===== config.mk =====
export PLATFORM = sky130hd
export DESIGN_NAME = fetch_pc_gen
export DESIGN_NICKNAME = d
export VERILOG_FILES = /design/src/rtl/fetch_pc_gen.sv
export SDC_FILE = /design/constraint.sdc
export NUM_CORES = 1
export LEC_CHECK = 0
export ABC_AREA = 1
export ABC_CLOCK_PERIOD_IN_PS = 1960
export CAP_MARGIN = 5
export CORE_MARGIN = 1.5
export CORE_UTILIZATION = 40
export DETAILED_ROUTE_END_ITERATION = 10
export GPL_ROUTABILITY_DRIVEN = 0
export PLACE_DENSITY = 0.77
export RECOVER_POWER = 50
export SYNTH_ARGS = -nofsm -noshare
export SYNTH_HDL_FRONTEND = slang
export SYNTH_SLANG_ARGS = --single-unit

===== constraint.sdc =====
create_clock -name clk -period 1.96 [get_ports clk]
set_clock_uncertainty 0.1 [all_clocks]
set_input_delay 0.49 -clock clk [delete_from_list [all_inputs] [get_ports clk]]
set_output_delay 0.49 -clock clk [all_outputs]
set_load 0.05 [all_outputs]

===== src/rtl/fetch_pc_gen.sv =====
// Dual-issue fetch PC generator with a one-cycle fetch-to-decode staging register.
// Next PC priority: reset, kill redirect, stall hold, prediction, sequential.
module fetch_pc_gen #(
    parameter int unsigned          PC_WIDTH  = 32,
    parameter int unsigned          GHR_WIDTH = 10,
    parameter logic [PC_WIDTH-1:0]  RESET_PC  = '0
) (
    input  logic                 clk,
    input  logic                 rst,
    input  logic                 i_stall,
    input  logic                 i_kill,
    input  logic [PC_WIDTH-1:0]  i_kill_pc,
    input  logic                 i_pred_jmp,
    input  logic [PC_WIDTH-1:0]  i_pc_btb,
    input  logic [GHR_WIDTH-1:0] i_ghr,
    output logic [PC_WIDTH-1:0]  o_pc_1,
    output logic [PC_WIDTH-1:0]  o_pc_2,
    output logic                 o_inst_vld_1,
    output logic                 o_inst_vld_2,
    output logic                 o_dec_vld_1,
    output logic                 o_dec_vld_2,
    output logic [PC_WIDTH-1:0]  o_dec_pc,
    output logic                 o_dec_pred_jmp,
    output logic [PC_WIDTH-1:0]  o_dec_pred_addr,
    output logic [GHR_WIDTH-1:0] o_dec_ghr
);

    localparam logic [1:0] StBoot = 2'd0;
    localparam logic [1:0] StRun  = 2'd1;
    localparam logic [1:0] StHold = 2'd2;

    logic [1:0]           state_q;
    logic [PC_WIDTH-1:0]  pc_q;
    logic [PC_WIDTH-1:0]  pc_seq;
    logic [PC_WIDTH-1:0]  pc_pred_next;
    logic [PC_WIDTH-1:0]  kill_pc_aligned;
    logic                 fetch_active;
    logic                 dec_vld_1_q;
    logic                 dec_vld_2_q;
    logic [PC_WIDTH-1:0]  dec_pc_q;
    logic                 dec_pred_jmp_q;
    logic [PC_WIDTH-1:0]  dec_pred_addr_q;
    logic [GHR_WIDTH-1:0] dec_ghr_q;

    always_comb begin
        fetch_active    = (state_q != StBoot);
        // An odd-word PC only fetches one slot, so the next pair starts 4 bytes on.
        pc_seq          = pc_q[2] ? (pc_q + PC_WIDTH'(4)) : (pc_q + PC_WIDTH'(8));
        pc_pred_next    = i_pred_jmp ? i_pc_btb : pc_seq;
        kill_pc_aligned = {i_kill_pc[PC_WIDTH-1:2], 2'b00};

        o_pc_1          = pc_q;
        o_pc_2          = pc_q + PC_WIDTH'(4);
        o_inst_vld_1    = fetch_active;
        o_inst_vld_2    = fetch_active & ~pc_q[2] & ~i_pred_jmp;

        o_dec_vld_1     = dec_vld_1_q;
        o_dec_vld_2     = dec_vld_2_q;
        o_dec_pc        = dec_pc_q;
        o_dec_pred_jmp  = dec_pred_jmp_q;
        o_dec_pred_addr = dec_pred_addr_q;
        o_dec_ghr       = dec_ghr_q;
    end

    always_ff @(posedge clk) begin
        if (rst) begin
            state_q         <= StBoot;
            pc_q            <= RESET_PC;
            dec_vld_1_q     <= 1'b0;
            dec_vld_2_q     <= 1'b0;
            dec_pc_q        <= '0;
            dec_pred_jmp_q  <= 1'b0;
            dec_pred_addr_q <= '0;
            dec_ghr_q       <= '0;
        end else if (i_kill) begin
            state_q     <= StRun;
            pc_q        <= kill_pc_aligned;
            dec_vld_1_q <= 1'b0;
            dec_vld_2_q <= 1'b0;
        end else if (state_q == StBoot) begin
            state_q     <= StRun;
            dec_vld_1_q <= 1'b0;
            dec_vld_2_q <= 1'b0;
        end else if (i_stall) begin
            state_q <= StHold;
        end else begin
            // Advancing cycle (RUN, or HOLD just released): issue and stage the packet.
            state_q         <= StRun;
            pc_q            <= pc_pred_next;
            dec_vld_1_q     <= o_inst_vld_1;
            dec_vld_2_q     <= o_inst_vld_2;
            dec_pc_q        <= pc_q;
            dec_pred_jmp_q  <= i_pred_jmp;
            dec_pred_addr_q <= pc_pred_next;
            dec_ghr_q       <= i_ghr;
        end
    end

endmodule


# After elaboration in Yosys (flattened, before gate mapping)
# Cells that the tools add are included.
[op_classes]
add_sub_neg = 2
n_reduce_logical = 7
n_eq_ne = 2
n_bitwise = 7
muxes = 8
[ops]
columns = ["op", "count"]
rows = [
  ["32-bit two-way mux", 5],
  ["32-bit by 3-bit adder with 32-bit output (second input constant)", 1],
  ["32-bit by 4-bit adder with 32-bit output (second input constant)", 1],
  ["1-bit NOT", 5],
  ["2-bit AND reduction", 2],
  ["3-bit AND reduction", 1],
  ["3-bit OR reduction", 1],
  ["1-bit AND", 2],
  ["2-bit zero test", 1],
  ["1-bit two-way mux", 2],
  ["2-bit two-way mux", 1],
  ["2-bit by 1-bit != test with 1-bit output (second input constant)", 1],
  ["2-bit != test (second input constant)", 1],
  ["2-bit nonzero test", 1],
  ["2-bit OR reduction", 1],
]
[word_totals]
out_inout_bits = 143
reg_bits = 111
inputBits = 79
word_cells = 36

# Longest topological paths before layout
[depth]
ltp_word = 6
mapped_depth = 12
depth_no_buf = 12

# Worst setup path before layout
# No wires, ideal clock.
[synth_timing]
path_kind = "reg2out"
startpoint = "reg pc_q[4], in the netlist o_pc_1[4]"
endpoint = "out o_pc_2[31]"
setup_slack_ns = -1.125
n_path_buf = 0
required_time_ns = 1.370
path_stages_with_launch = 8
arrival_time_ns = 2.495
path_cell_list = "dfxtp_1 > ha_1 > nand3_2 > clkinv_2 > nand2_2 > nor3_1 > nand2_1 > xor2_1"
[synth_via]
elab_chain_cells = 1
[synth_rtl]
columns = ["item", "line", "text"]
rows = [
  ["start, declared", "33", "logic [PC_WIDTH-1:0] pc_q;"],
  ["start signal, assigned", "77", "pc_q <= kill_pc_aligned;"],
  ["start signal, assigned", "89", "pc_q <= pc_pred_next;"],
  ["32-bit by 3-bit adder with 32-bit output", "53", "o_pc_2 = pc_q + PC_WIDTH'(4);"],
  ["end, declared", "17", "output logic [PC_WIDTH-1:0] o_pc_2,"],
]
# No other way between the ends.

# Worst setup path in the final report
[layout_timing]
startpoint = "reg pc_q[18], in the netlist o_pc_1[18]"
endpoint = "out o_pc_2[30]"
# The elaborated chain is that of the path after synthesis.

==> run metrics <==
Routed Wire Length=27660 µm; Worst R2R Setup Slack=-0.43 ns; PwrDens=571.1 nW/µm²; Leak Pwr=4.747 nW; Starting DRT DRC Count=591; total gr overflow=0; CTS tree=built; Total Neg Setup Slack=-16.52 ns; CTS Buf Count=9; share of cells above drive strength 1=0.4196; number of flops mapped to enable cells by yosys=0; VDD IR-drop max=0.7524 mV; RSZ-0062 raised after global routing=true; Layout Nets=1284; pin count of the biggest net entering global routing=43; Initial Utilization=0.4068; Setup crit end kind=primary output; synthesis-stage register bit count=111; synth unique cells=43; Critical Path Slowest Stage Cell=dfxtp_4; crit-path cells=buf_4, nand2_1, nor2_2, nand2_4, nor2_4, nand2_1, nand2_1, nand2_4, buf_12; H-Tree Level Count=3; number of fillers in the final layout=993; clock root cell=clkbuf_16; vias in the first global route=7477; register area share after synthesis=0.3772; Layout area overhead=85.05%; Synth Flop Type=dfxtp_1; most frequent cells in the layout=nand2_1 (181), buf_4 (161), a21oi_1 (83); CORE AREA=14480 µm²; cell area after synthesis=5891 µm²; CP arrival=1.97 ns; Fmax=390.9 MHz; fin crit period=2.558 ns; Synth Warn #=0; most common cell after layout, fill and taps aside=nand2_1; worst skew pair latency=0.37 ns; Slew HR=0.5783; post-route setup slack=-0.5979 ns; vias per cell=5.546; die area=15460 µm²; Crit Path Category=reg -> out; Hold Crit Class=in -> reg; Bufs and invs on worst path=2; DRC=0; Post-Syn Instances=828; Crit path max-delay family=simple AND/OR/NAND/NOR gates; Worst Path Required=1.37 ns; CP Max Fanout=4; Least-Margin Pin Slew=0.6352 ns; Fin. Hold Viols=0; maximum clock path buffer count=2; ys async rst share=0; mean post-synth cell area=7.114 µm²; Final Setup Violations=54; Synth Net Count=911; die width=124.4 µm; violated checks=setup timing; initial antenna violation count=0; via count=7709; max_cap viols=0; first-pass GRT wire length=39430 µm; port buffer count=219; number of clock sinks=111; ANT cells=0; part of the cycle the worst path needs=1.305; Final HPWL DP=17870 µm; Ports=222; most frequent CP cell=nand2_1; drt first pass iters=5; outcome=complete, but fails checks; Die Y=124.4 µm; WL/cell=19.90 µm; Tot Pwr=6.226 mW; antenna viol nets, final=0; Critical Path Source Type=flip-flop; total track usage=0.3231; max-slew violation count=0; Worst-path clk slew=0.08 ns; row count=44; cts hold-fix bufs=0; crit-path max cell delay=0.38 ns
-- layer usage --
metal | part of all wire | GRT usage
met1 | 0.35 | 0.3627
met3 | 0.090 | 0.09278
met2 | 0.48 | 0.5527
met5 | 0 | 0
met4 | 0.072 | 0.1731
-- logic make-up after synthesis --
family / Yosys count / share of synthesized area
AOI/OAI and AO/OA: 171 / 0.1625
DFF: 111 / 0.3772
and+or+nand+nor: 405 / 0.3218
buffers and inverters: 111 / 0.09133
xor gates and xnor gates: 26 / 0.03866
adders and majority gates: 4 / 0.008497
-- worst register-to-register path, stage by stage (launching register included) --
cell and delay [ns]:
dfxtp_4 0.41, nand2_8 0.09, nor2_4 0.20, buf_4 0.14
nand2_1 0.10, nor2_4 0.15, buf_4 0.12, buf_4 0.09
buf_4 0.09, buf_4 0.09, buf_4 0.09, buf_4 0.09
buf_4 0.09, buf_4 0.10, nand2_1 0.04, nand2_1 0.05
nand3_1 0.07, nand2_2 0.09, a21oi_1 0.06
-- power breakdown --
| part | switching (mW) | internal [mW] | total [mW] | leakage [nW] |
|---|---|---|---|---|
| sequential | 0.0984 | 2.35 | 2.45 | 0.924 |
| clock | 0.898 | 0.900 | 1.80 | 0.138 |
| combinational | 1.20 | 0.776 | 1.98 | 3.69 |
| total | 2.20 | 4.03 | 6.23 | 4.75 |
-- flip-flops by register name, indices dropped and copies added (netlist names) --
register and count:
o_dec_pc 32, o_pc_1 32, o_dec_ghr 10, state_q 2, o_dec_vld_2 1, o_dec_pred_jmp 1, o_dec_vld_1 1, o_dec_pred_addr 32
-- cell usage after synthesis (3+ instances only) --
cell | n | area share
nand2_4 | 6 | 0.011
xor2_1 | 23 | 0.034
a31oi_1 | 10 | 0.011
nand2_1 | 215 | 0.14
buf_1 | 3 | 0.0019
buf_2 | 7 | 0.0059
nor2_1 | 72 | 0.046
dfxtp_1 | 111 | 0.38
o21ai_0 | 34 | 0.029
nor2_2 | 7 | 0.0074
nand2_2 | 15 | 0.016
nand4_1 | 5 | 0.0053
ha_1 | 4 | 0.0085
a21oi_1 | 90 | 0.076
nor2_4 | 11 | 0.021
xnor2_1 | 3 | 0.0045
clkbuf_1 | 18 | 0.011
inv_2 | 7 | 0.0045
o21ai_1 | 4 | 0.0034
nand3_1 | 50 | 0.042
inv_1 | 55 | 0.035
clkbuf_8 | 5 | 0.012
nor3_1 | 8 | 0.0068
a22oi_1 | 23 | 0.029
nand3b_1 | 3 | 0.0038
o211ai_1 | 5 | 0.0064
buf_4 | 8 | 0.010
nand3_2 | 6 | 0.010
-- what timing repair did --
item | in CTS | in global routing
pin swaps | 42 | 43
setup endpoints to repair | 33 | 61
buffers inserted | 33 | 34
resized for setup | 88 | 83
-- metrics by stage --
| step | instances | setup slack (ns) | hold WS (ns) | instance area, µm² | util |
|---|---|---|---|---|---|
| after floorplan | 828 | -0.3398 | 0.4852 | 6499 | - |
| final | 1390 | -0.5979 | 0.3225 | 10900 | 0.7529 |
| after global routing | 1390 | -0.6556 | 0.3435 | 10900 | 0.7529 |
| after global placement | 1322 | -0.1592 | 0.3504 | 9823 | 0.6784 |
| after CTS | 1369 | -0.5185 | 0.3232 | 10750 | 0.7424 |
| after detailed placement | 1322 | -0.1739 | 0.3548 | 9823 | 0.6784 |
-- path summary, 6_finish.rpt --
check,startpoint,end,cells past startpoint
worst max register to register,o_pc_1[8]$_SDFFE_PP0P_,o_pc_1[23]$_SDFFE_PP0P_,18
worst max-delay path,o_pc_1[18]$_SDFFE_PP0P_,o_pc_2[30],9
worst min-delay path,rst,o_dec_ghr[4]$_SDFFE_PP0P_,2
worst min register to register,o_dec_pred_addr[28]$_SDFFE_PP0P_,o_dec_pred_addr[28]$_SDFFE_PP0P_,2
-- final cells by class --
type | count | area [µm²] | share of cell area
clock inverters | 5 | 30.03 | 0.002755
inverters | 64 | 259.0 | 0.02376
flip-flops and latches | 111 | 2318 | 0.2127
well taps | 184 | 230.2 | 0.02112
clock buffers | 11 | 242.7 | 0.02227
multi-input cells | 606 | 4151 | 0.3809
repair buffers | 409 | 3669 | 0.3365
Note: power is estimated with default switching activity, not from simulation.
